File: src/rtl/seg_scan_ctrl.sv
// rtl/seg_scan_ctrl.sv - six-digit multiplexed 7-segment scan sequencer
// Double-buffered display value; new data only takes effect on a frame boundary.
module seg_scan_ctrl #(
  parameter int unsigned PRESCALE = 4,
  parameter int unsigned BLANK    = 1
) (
  input  logic        Clk,
  input  logic        Clr_n,
  input  logic        En,
  input  logic        Load,
  input  logic [23:0] Value,
  input  logic [5:0]  Blank_mask,
  output logic [3:0]  Nibble,
  output logic [5:0]  Dig_en,
  output logic [2:0]  Digit_idx,
  output logic        Ack,
  output logic        Frame_start
);

  typedef enum logic [1:0] {IDLE, SHOW, GAP} state_t;

  localparam logic [15:0] SHOW_LAST = 16'(PRESCALE - 1);
  localparam logic [15:0] GAP_LAST  = (BLANK == 0) ? 16'd0 : 16'(BLANK - 1);
  localparam bit          HAS_GAP   = (BLANK != 0);

  state_t      state_q;
  logic [15:0] cnt_q;
  logic [2:0]  idx_q;
  logic        stop_q;
  logic [23:0] active_val_q;
  logic [5:0]  active_mask_q;
  logic [23:0] shadow_val_q;
  logic [5:0]  shadow_mask_q;
  logic        pending_q;
  logic [3:0]  nibble_q;
  logic [5:0]  dig_en_q;
  logic        ack_q;
  logic        frame_start_q;

  logic        show_done;
  logic        gap_done;
  logic        digit_done;
  logic        stopping;
  logic        start_frame;
  logic        enter_show;
  logic        enter_idle;
  logic [23:0] active_val_d;
  logic [5:0]  active_mask_d;
  logic [2:0]  tgt_idx;
  logic [23:0] tgt_val;
  logic [5:0]  tgt_mask;
  logic [3:0]  tgt_nib;
  logic [5:0]  tgt_onehot;
  logic [5:0]  tgt_en;

  always_comb begin
    show_done   = (state_q == SHOW) && (cnt_q == SHOW_LAST);
    gap_done    = (state_q == GAP) && (cnt_q == GAP_LAST);
    digit_done  = HAS_GAP ? gap_done : show_done;
    stopping    = stop_q || !En;
    start_frame = ((state_q == IDLE) && En) ||
                  (digit_done && !stopping && (idx_q == 3'd5));
    enter_show  = ((state_q == IDLE) && En) || (digit_done && !stopping);
    enter_idle  = digit_done && stopping;

    // A Load landing on the boundary edge bypasses the shadow entirely.
    if (Load) begin
      active_val_d  = Value;
      active_mask_d = Blank_mask;
    end else if (pending_q) begin
      active_val_d  = shadow_val_q;
      active_mask_d = shadow_mask_q;
    end else begin
      active_val_d  = active_val_q;
      active_mask_d = active_mask_q;
    end

    tgt_idx  = start_frame ? 3'd0 : idx_q + 3'd1;
    tgt_val  = start_frame ? active_val_d : active_val_q;
    tgt_mask = start_frame ? active_mask_d : active_mask_q;

    tgt_nib    = 4'd0;
    tgt_onehot = 6'd0;
    case (tgt_idx)
      3'd0: begin tgt_nib = tgt_val[3:0];   tgt_onehot = 6'b000001; end
      3'd1: begin tgt_nib = tgt_val[7:4];   tgt_onehot = 6'b000010; end
      3'd2: begin tgt_nib = tgt_val[11:8];  tgt_onehot = 6'b000100; end
      3'd3: begin tgt_nib = tgt_val[15:12]; tgt_onehot = 6'b001000; end
      3'd4: begin tgt_nib = tgt_val[19:16]; tgt_onehot = 6'b010000; end
      3'd5: begin tgt_nib = tgt_val[23:20]; tgt_onehot = 6'b100000; end
      default: ;
    endcase
    tgt_en = tgt_onehot & ~tgt_mask;
  end

  always_ff @(posedge Clk or negedge Clr_n) begin
    if (!Clr_n) begin
      state_q       <= IDLE;
      cnt_q         <= 16'd0;
      idx_q         <= 3'd0;
      stop_q        <= 1'b0;
      active_val_q  <= 24'd0;
      active_mask_q <= 6'd0;
      shadow_val_q  <= 24'd0;
      shadow_mask_q <= 6'd0;
      pending_q     <= 1'b0;
      nibble_q      <= 4'd0;
      dig_en_q      <= 6'd0;
      ack_q         <= 1'b0;
      frame_start_q <= 1'b0;
    end else begin
      ack_q         <= 1'b0;
      frame_start_q <= 1'b0;

      if (start_frame) begin
        active_val_q  <= active_val_d;
        active_mask_q <= active_mask_d;
        pending_q     <= 1'b0;
        ack_q         <= Load || pending_q;
        frame_start_q <= 1'b1;
      end else if (Load) begin
        shadow_val_q  <= Value;
        shadow_mask_q <= Blank_mask;
        pending_q     <= 1'b1;
      end

      if (enter_show) begin
        state_q  <= SHOW;
        cnt_q    <= 16'd0;
        idx_q    <= tgt_idx;
        nibble_q <= tgt_nib;
        dig_en_q <= tgt_en;
        stop_q   <= 1'b0;
      end else if (enter_idle) begin
        state_q  <= IDLE;
        cnt_q    <= 16'd0;
        idx_q    <= 3'd0;
        dig_en_q <= 6'd0;
        stop_q   <= 1'b0;
      end else begin
        // A disable mid-digit is remembered so the digit still runs to completion.
        case (state_q)
          IDLE: begin
            dig_en_q <= 6'd0;
            stop_q   <= 1'b0;
          end
          SHOW: begin
            stop_q <= stop_q || !En;
            if (show_done) begin
              state_q  <= GAP;
              cnt_q    <= 16'd0;
              dig_en_q <= 6'd0;
            end else begin
              cnt_q <= cnt_q + 16'd1;
            end
          end
          GAP: begin
            stop_q <= stop_q || !En;
            cnt_q  <= cnt_q + 16'd1;
          end
          default: state_q <= IDLE;
        endcase
      end
    end
  end

  assign Nibble      = nibble_q;
  assign Dig_en      = dig_en_q;
  assign Digit_idx   = idx_q;
  assign Ack         = ack_q;
  assign Frame_start = frame_start_q;

endmodule

File: config.mk
export PLATFORM = sky130hd
export DESIGN_NAME = seg_scan_ctrl
export DESIGN_NICKNAME = d
export VERILOG_FILES = /design/src/rtl/seg_scan_ctrl.sv
export SDC_FILE = /design/constraint.sdc
export NUM_CORES = 1
export LEC_CHECK = 0
export CORE_MARGIN = 2
export CORE_UTILIZATION = 60
export CTS_BUF_LIST = sky130_fd_sc_hd__clkbuf_8
export CTS_CLUSTER_DIAMETER = 120
export DETAILED_ROUTE_END_ITERATION = 7
export GPL_TIMING_DRIVEN = 0
export PLACE_DENSITY = 0.83
export RECOVER_POWER = 25
export SLEW_MARGIN = 10
export SYNTH_ARGS = -nofsm -noshare
export SYNTH_HDL_FRONTEND = slang
export SYNTH_SLANG_ARGS = --single-unit
export TNS_END_PERCENT = 5
File: constraint.sdc
create_clock -name Clk -period 3 [get_ports Clk]
set_clock_uncertainty 0.1 [all_clocks]
set_input_delay 0.75 -clock Clk [delete_from_list [all_inputs] [get_ports Clk]]
set_output_delay 0.75 -clock Clk [all_outputs]
set_load 0.01 [all_outputs]
==> impl_metrics.py, run 1 <==
metrics = {
    "yosys": {
        "ys_seq_area_share_pct": 43.67,
        "postSynthAreaPerCell_sq_um": 9.551,
        "synthCells": 570,
        "synthArstFlopShare_pct": 100.0,
        "ys_ff_latch": 95,
        "synth_area_sq_mm": 0.005444,
        "synth_edf_count": 0,
        "ys_warn_count": 0,
        "synthFlopType": "dfrtp_1",
        "synth_nets": 613,
        "yosysUniqueCellTypes": 61,
    },
    "placed_design": {
        "routabilityCongestion": 0.9260,
        "hpwl_microns": 10170,
        "post-place-ws_ps": -90.37,
        "portBuffers": 46,
    },
    "worst_setup_path": {
        "reg2reg_slack_ps": 60,
        "crit_path_start_kind": "flip-flop",
        "ff2ff_path_depth": 9,
        "r2r-end": "Nibble[0]$_DFFE_PN0N_",
        "path_cells": "inv_1 -> ha_1 -> nand4b_1 -> nor2_4 -> a21oi_1 -> inv_1 -> nor3_1 -> a311oi_1 -> a21oi_1",
        "critPathKind": "reg -> reg",
        "cp_slowest_stage_delay_ps": 790,
        "worstSetupEndpointType": "flip-flop",
        "critPathSlowestCell": "nor3_1",
        "worst-path-max-fanout": 10,
        "cp.arrival_ps": 3140,
        "reg2reg_from": "state_q[0]$_DFFE_PN0P_",
        "required_ps": 3200,
    },
    "routing": {
        "wl_per_cell_microns": 19.56,
        "drt_iter0_drc": 429,
        "dr_total_vias": 4908,
        "wl_microns": 14490,
        "via_per_inst": 6.623,
        "drtAntennaViolNets": 0,
        "route.detailed.drc": 0,
        "drtPass1Iterations": 5,
    },
    "grt": {
        "grt_usage_pct": 30.63,
        "grt_max_degree": 53,
        "overflow": 0,
        "grt_pass1_wl_microns": 23930,
        "grt_pass1_vias": 4671,
        "antenna_found_initial": 0,
    },
    "finish": {
        "final_common_cell": "dfrtp_1",
        "diodes": 0,
        "area_growth_pct": 14.92,
        "layout_common_cells": "95 x dfrtp_1, 57 x nand2_1, 45 x clkdlybuf4s50_1",
        "drive_gt1_share_pct": 14.06,
        "final_nets": 671,
    },
    "clock_network": {
        "clkTransAtPathRegs_ps": 100,
        "root_buffer": "clkbuf_8",
        "cts.sinks": 95,
        "cts.htree.levels": 3,
        "clkLatencyLatePin_ps": 370,
        "cts_tree": "built",
        "clock_path_buffers": 2,
        "cts_buffers": 9,
        "cts_hold_buf": 0,
    },
    "run": {
        "drv_cap": 0,
    },
    "power_and_ir_drop": {
        "leakagePower_nw": 2.656,
        "power.total_w": 0.005980,
        "powerDensity_mw_per_mm2": 955.9,
        "ir_worst_vdd_v": 0.0005259,
    },
    "sta": {
        "setup_violations": 0,
        "slew_headroom_pct": 13.06,
        "max_freq_mhz": 340.5,
        "finalCritPeriodShare_pct": 97.89,
        "post-route-min-period_ps": 2937,
        "worst_pin_slew_ps": 1304,
        "rsz0062_at_grt": "true",
        "hold_viol": 0,
        "setup_slack_ps": 63.30,
        "slew_violations": 0,
    },
    "die": {
        "rows": 34,
        "chipHeight_microns": 99.26,
        "die_x_microns": 99.26,
        "start_util_pct": 62.12,
        "ios": 49,
        "coreArea_sq_mm": 0.008763,
        "dieArea_sq_mm": 0.009852,
    },
    "outcome": {
        "status": "completed",
    },
    "hold_path": {
        "hold_start": "Dig_en[2]$_DFFE_PN0P_",
        "whs_path_depth": 1,
        "holdPathEnd": "Dig_en[2]$_DFFE_PN0P_",
        "hold_class": "reg -> reg",
    },
}
## flip-flops by register name, summed over array words and instances, names as in the netlist, 2 cells and up
| signal | flops |
|---|---|
| cnt_q | 16 |
| active_val_q | 24 |
| Nibble | 4 |
| shadow_val_q | 24 |
| shadow_mask_q | 6 |
| Digit_idx | 3 |
| Dig_en | 6 |
| active_mask_q | 6 |
| state_q | 2 |
## worst max-delay path, delay by kind of cell (launching register included)
kind / cells / cell delay [ps]
flip-flops: 1 / 440
AO/OA/AOI/OAI: 3 / 720
buffers and inverters: 2 / 260
AND/OR/NAND/NOR: 3 / 1090
adder cells (fa/ha/maj): 1 / 260
## where the power goes
| group | switching [W] | total [W] | internal (W) |
|---|---|---|---|
| Sequential | 0.000324 | 0.00205 | 0.00173 |
| Clock | 0.000490 | 0.000902 | 0.000412 |
| Combinational | 0.00175 | 0.00302 | 0.00128 |
| Total | 0.00256 | 0.00598 | 0.00342 |
## through the flow
step                setup TNS [ps]  hold slack (ps)  cell area (sq um)  std cells  utilization [%]
detailed placement           -2199            383.4               6065        725            69.20
CTS                              0            289.3               6267        741            71.52
floorplan                        0            354.4               5444        570                -
global route                -45.24            424.8               6256        741            71.39
global placement           -239220            380.1               6040        724            68.92
finish                           0            400.3               6256        741            71.39
## worst max-delay path by stage
| stage | startpoint | to | cells after the start |
|---|---|---|---|
| after global routing | state_q[0]$_DFFE_PN0P_ | Nibble[0]$_DFFE_PN0N_ | 11 |
| after floorplan | En | Nibble[1]$_DFFE_PN0N_ | 7 |
| after detailed placement | En | shadow_val_q[6]$_DFFE_PN0P_ | 8 |
| after CTS | state_q[0]$_DFFE_PN0P_ | shadow_val_q[6]$_DFFE_PN0P_ | 9 |
| after global placement | Clr_n | shadow_mask_q[3]$_DFFE_PN0P_ | 1 |
| final | state_q[0]$_DFFE_PN0P_ | Nibble[0]$_DFFE_PN0N_ | 9 |
## layout make-up
| class | instances | area (sq um) |
|---|---|---|
| buffer | 39 | 188.9 |
| clock buffer | 10 | 137.6 |
| clock inverter | 6 | 65.06 |
| fill | 682 | 2507 |
| inverter | 19 | 71.32 |
| multi-input combinational | 417 | 2820 |
| sequential | 95 | 2377 |
| tap | 108 | 135.1 |
| timing repair buffer | 47 | 460.4 |
## synth_stat cells, drive strengths merged (5+ instances only)
cell	instances	area, sq um
nor2b	9	56.30
buf	18	101.4
nor3	5	25.02
ha	9	112.6
o211ai	6	45.04
a211o	8	70.07
a22oi	8	60.06
o2bb2ai	6	52.55
nand3b	6	45.04
nor2	39	151.4
xor2	9	78.83
nand3	17	90.09
or2	7	43.79
a211oi	6	45.04
inv	19	71.32
o21ai	32	160.2
o22ai	10	62.56
nor4	6	65.06
nand4	10	62.56
nand2	57	214.0
nand4b	8	70.07
dfrtp	95	2377
mux2	34	382.9
and3	7	43.79
clkbuf	21	78.83
a31oi	23	143.9
and2	7	43.80
mux2i	15	150.1
a21oi	28	140.1
o221a	6	67.56
## what timing repair did
action | 4_1_cts | 5_1_grt
gates resized for setup | 0 | 6
setup endpoints to repair | 0 | 44
buffers inserted | 0 | 0
## logic make-up after synthesis
| family | Yosys count | share of synthesized area, % |
|---|---|---|
| AOI/OAI and AO/OA | 156 | 19.19 |
| xor gates and xnor gates | 12 | 1.931 |
| adders and majority gates | 9 | 2.069 |
| buffers and inverters | 58 | 4.620 |
| DFF | 95 | 43.67 |
| muxes | 49 | 9.791 |
| and+or+nand+nor | 191 | 18.73 |
## per-layer routing
metal	GRT usage [%]	vias up	wire, microns
li1	-	2211	-
met1	45.29	2408	6266
met2	45.89	247	6731
met3	5.833	42	1160
met4	9.800	0	332
met5	0	-	0
Note: power is estimated with default switching activity, not from simulation.
==> run 2, diff against run 1 <==
Settings changed: CORE_UTILIZATION 60 to 43, PLACE_DENSITY 0.83 to not set.
==> impl_metrics.py, run 2 (synthesis gave the netlist of run 1 again) <==
metrics = {
    "finish": {
        "final_nets": 671,
        "finish.utilization_pct": 51.76,
        "final_common_cell": "dfrtp_1",
        "fin_area_sq_mm": 0.006452,
        "area_growth_pct": 18.52,
        "reg_top3": "active_val_q x24, shadow_val_q x24, cnt_q x16",
        "layout_common_cells": "95 x dfrtp_1, 57 x nand2_1, 45 x clkdlybuf4s50_1",
        "drive_gt1_share_pct": 14.06,
        "diodes": 0,
    },
    "worst_setup_path": {
        "cp.arrival_ps": 3100,
        "crit_path_start_kind": "flip-flop",
        "worst-path-max-fanout": 9,
        "critPathKind": "reg -> reg",
        "worstSetupEndpointType": "flip-flop",
        "required_ps": 3180,
    },
    "clock_network": {
        "clkTransAtPathRegs_ps": 100,
        "clock_path_buffers": 2,
        "clkLatencyLatePin_ps": 390,
        "cts_tree": "built",
        "root_buffer": "clkbuf_8",
        "post_cts.repair.setup_buffers": 0,
        "cts.sinks": 95,
        "cts_buffers": 9,
        "cts.htree.levels": 3,
    },
    "routing": {
        "drtPass1Iterations": 5,
        "dr_total_vias": 4723,
        "wl_per_cell_microns": 19.17,
        "wl_microns": 15430,
        "route.detailed.drc": 0,
        "via_per_inst": 5.867,
        "drt_iter0_drc": 387,
        "drtAntennaViolNets": 0,
    },
    "die": {
        "chipHeight_microns": 116.5,
        "coreArea_sq_mm": 0.01247,
        "ios": 49,
        "start_util_pct": 43.67,
        "die_x_microns": 116.5,
        "rows": 41,
        "dieArea_sq_mm": 0.01358,
    },
    "sta": {
        "post-route-min-period_ps": 2927,
        "rsz0062_at_grt": "true",
        "slew_violations": 31,
        "hold_viol": 0,
        "whs_ps": 400.8,
        "worst_pin_slew_ps": 1981,
        "max_freq_mhz": 341.6,
        "setup_violations": 0,
        "finalCritPeriodShare_pct": 97.57,
        "slew_headroom_pct": -32.08,
    },
    "power_and_ir_drop": {
        "power.total_w": 0.006285,
        "ir_worst_vdd_v": 0.0004579,
        "leakagePower_nw": 2.701,
        "powerDensity_mw_per_mm2": 974.1,
    },
    "outcome": {
        "violations": "capacitance limit, slew limit",
        "status": "finished, violations left",
    },
    "run": {
        "drv_cap": 1,
    },
    "grt": {
        "grt_max_degree": 66,
        "grt_pass1_wl_microns": 24940,
        "grt_usage_pct": 24.10,
        "overflow": 0,
        "antenna_found_initial": 0,
        "grt_pass1_vias": 4687,
    },
    "placed_design": {
        "place_area_sq_mm": 0.006148,
        "routabilityCongestion": 0.8953,
        "portBuffers": 46,
        "hpwl_microns": 10770,
    },
    "hold_path": {
        "hold_class": "reg -> reg",
    },
}
run 2: critical path, cell delays in order (launching register included):
cell and delay [ps]:
dfrtp_1 480, ha_1 320, clkbuf_1 240, and3_1 330
a211oi_1 610, a21oi_1 160, a211o_1 260, a221o_1 320
run 2: stage by stage:
step	setup WS, ps	TNS [ps]	std cells
4_1_cts	123.0	0	805
2_1_floorplan	466.8	0	570
6_report	72.85	0	805
3_5_place_dp	-181.2	-5889	789
3_3_place_gp	-2776	-268540	788
5_1_grt	-57.00	-988.6	805
run 2: final timing paths:
check | from | to | slack (ps) | cells past startpoint
worst max-delay path | Digit_idx[0]$_DFFE_PN0P_ | Nibble[1]$_DFFE_PN0N_ | 70 | 7
worst min-delay path | Dig_en[2]$_DFFE_PN0P_ | Dig_en[2]$_DFFE_PN0P_ | 400 | 1
worst max register to register | Digit_idx[0]$_DFFE_PN0P_ | Nibble[1]$_DFFE_PN0N_ | 70 | 7
worst min register to register | Dig_en[2]$_DFFE_PN0P_ | Dig_en[2]$_DFFE_PN0P_ | 400 | 1
max in group asynchronous | Clr_n | cnt_q[3]$_DFFE_PN0P_ | 860 | 1
min in group asynchronous | Clr_n | shadow_val_q[1]$_DFFE_PN0P_ | 800 | 1
run 2: timing repair:
action,4_1_cts,5_1_grt
endpoints found under the setup margin,8,46
resized for setup,1,8
gates cloned,0,0
hold buffers,0,0
endpoints found under the hold margin,0,0
run 2: metal layers:
metal	track usage, %	vias up	wire [microns]
met2	37.64	145	7002
met3	4.255	29	771
met4	10.16	0	408
li1	-	2205	-
met1	33.10	2344	7245
met5	0	-	0
run 2: layout make-up:
cell class	instances	area, sq um
buffer	39	188.9
clock buffer	11	151.4
clock inverter	5	127.6
fill	1154	6013
inverter	19	71.32
multi-input combinational	417	2839
sequential	95	2377
tap	172	215.2
timing repair buffer	47	481.7
run 2: power by group:
group	internal, W	total, W	switching [W]
sequential	0.00173	0.00206	0.000328
combinational	0.00129	0.00306	0.00177
clock	0.000684	0.00117	0.000487
total	0.00370	0.00629	0.00258
==> run 3, diff against run 2 <==
--- a/config.mk
+++ b/config.mk
@@ -13,2 +13,3 @@
 export GPL_TIMING_DRIVEN = 0
+export HOLD_SLACK_MARGIN = 0.06
 export RECOVER_POWER = 25
@@ -18,2 +19,2 @@
 export SYNTH_SLANG_ARGS = --single-unit
-export TNS_END_PERCENT = 5
+export TNS_END_PERCENT = 100
--- a/constraint.sdc
+++ b/constraint.sdc
@@ -4,2 +4,2 @@
 set_output_delay 0.75 -clock Clk [all_outputs]
-set_load 0.01 [all_outputs]
+set_load 0.02 [all_outputs]
==> impl_metrics.py, run 3 (synthesis gave the netlist of run 1 again) <==
metrics = {
    "hold_path": {
        "hold_class": "reg -> reg",
    },
    "sta": {
        "slew_headroom_pct": -30.83,
        "setup_violations": 0,
        "setup_slack_ps": 197.5,
        "hold_viol": 0,
        "post-route-min-period_ps": 2803,
        "worst_pin_slew_ps": 1962,
        "slew_violations": 31,
        "setup_tns_ps": 0,
        "rsz0062_at_grt": "false",
        "max_freq_mhz": 356.8,
        "finalCritPeriodShare_pct": 93.42,
    },
    "grt": {
        "grt_usage_pct": 24.10,
        "antenna_found_initial": 0,
        "grt_max_degree": 66,
        "grt_pass1_vias": 4687,
        "grt_pass1_wl_microns": 24940,
        "overflow": 0,
    },
    "finish": {
        "drive_gt1_share_pct": 14.51,
        "final_common_cell": "dfrtp_1",
        "diodes": 0,
        "layout_common_cells": "95 x dfrtp_1, 57 x nand2_1, 45 x clkdlybuf4s50_1",
        "final_nets": 672,
        "reg_top3": "active_val_q x24, shadow_val_q x24, cnt_q x16",
        "fin_area_sq_mm": 0.006466,
        "area_growth_pct": 18.78,
    },
    "clock_network": {
        "cts_tree": "built",
        "cts_hold_buf": 0,
        "root_buffer": "clkbuf_8",
        "cts.htree.levels": 3,
        "cts.sinks": 95,
        "cts_buffers": 9,
        "clkTransAtPathRegs_ps": 100,
        "clock_path_buffers": 2,
        "clkLatencyLatePin_ps": 390,
    },
    "die": {
        "coreArea_sq_mm": 0.01247,
        "rows": 41,
        "ios": 49,
        "start_util_pct": 43.67,
        "die_x_microns": 116.5,
        "dieArea_sq_mm": 0.01358,
        "chipHeight_microns": 116.5,
    },
    "routing": {
        "drt_iter0_drc": 384,
        "route.detailed.drc": 0,
        "dr_total_vias": 4729,
        "drtPass1Iterations": 5,
        "via_per_inst": 5.867,
        "wl_microns": 15400,
        "wl_per_cell_microns": 19.10,
        "drtAntennaViolNets": 0,
    },
    "worst_setup_path": {
        "worstSetupEndpointType": "flip-flop",
        "cp.arrival_ps": 2980,
        "worst-path-max-fanout": 10,
        "required_ps": 3180,
        "crit_path_start_kind": "flip-flop",
        "critPathKind": "reg -> reg",
    },
    "power_and_ir_drop": {
        "leakagePower_nw": 2.711,
        "ir_worst_vdd_v": 0.0004581,
        "powerDensity_mw_per_mm2": 981.4,
    },
    "placed_design": {
        "place_area_sq_mm": 0.006148,
        "post-place-ws_ps": -181.2,
        "hpwl_microns": 10770,
        "portBuffers": 46,
        "routabilityCongestion": 0.8953,
    },
    "outcome": {
        "violations": "capacitance limit, slew limit",
        "status": "finished, violations left",
    },
    "run": {
        "drv_cap": 1,
    },
}
run 3: cell count changes in the layout (fill, tap and decap cells not counted):
cell,before,now
a211oi_2,0,1
buf_4,1,2
a211oi_1,6,5
clkbuf_1,21,20
clkbuf_2,1,2
run 3: worst paths after layout:
path | start | endpoint | slack [ps] | cells past startpoint
max | state_q[0]$_DFFE_PN0P_ | Nibble[1]$_DFFE_PN0N_ | 200 | 9
min | Dig_en[2]$_DFFE_PN0P_ | Dig_en[2]$_DFFE_PN0P_ | 400 | 1
max reg2reg | state_q[0]$_DFFE_PN0P_ | Nibble[1]$_DFFE_PN0N_ | 200 | 9
min reg2reg | Dig_en[2]$_DFFE_PN0P_ | Dig_en[2]$_DFFE_PN0P_ | 400 | 1
max in group asynchronous | Clr_n | cnt_q[3]$_DFFE_PN0P_ | 880 | 1
min in group asynchronous | Clr_n | active_val_q[0]$_DFF_PN0_ | 790 | 1
run 3: worst max-delay path, cell delays in order, from the launching register on:
cell and delay (ps):
dfrtp_1 430, inv_1 90, ha_1 190, buf_2 170, and2_1 160, clkbuf_2 220, a21oi_1 320, clkbuf_1 440
a31oi_1 220, a221o_1 360
run 3: layout make-up:
class | count | area, sq um
multi-input combinational | 417 | 2844
timing repair buffer | 48 | 489.2
fill | 1152 | 6000
tap | 172 | 215.2
clock inverter | 5 | 127.6
clock buffer | 11 | 151.4
buffer | 39 | 190.2
inverter | 19 | 71.32
sequential | 95 | 2377
run 3: metal layers:
metal	track usage, %	wire length (microns)
met5	0	0
met4	10.16	408
met3	4.255	794
met2	37.64	6976
met1	33.10	7217
run 3: per-stage QoR:
step                util, %  power, W  cells  hold WS (ps)
CTS                   51.60  0.006285    805         140.4
global placement      49.09  0.005053    788         382.6
detailed placement    49.32  0.005114    789         376.9
global route          51.87  0.006795    806         426.0
floorplan                 -  0.004152    570         354.4
finish                51.87  0.006346    806         400.8
run 3: repair_timing:
item / 4_1_cts / 5_1_grt
setup buffers: 0 / 1
gates cloned: 0 / 0
gates resized for setup: 1 / 11
pin swaps: 0 / 1
setup endpoints to repair: 8 / 46
run 3: power breakdown:
| group | total (W) | switching [W] | internal, W |
|---|---|---|---|
| clock | 0.00117 | 0.000484 | 0.000684 |
| sequential | 0.00205 | 0.000323 | 0.00173 |
| combinational | 0.00313 | 0.00183 | 0.00129 |
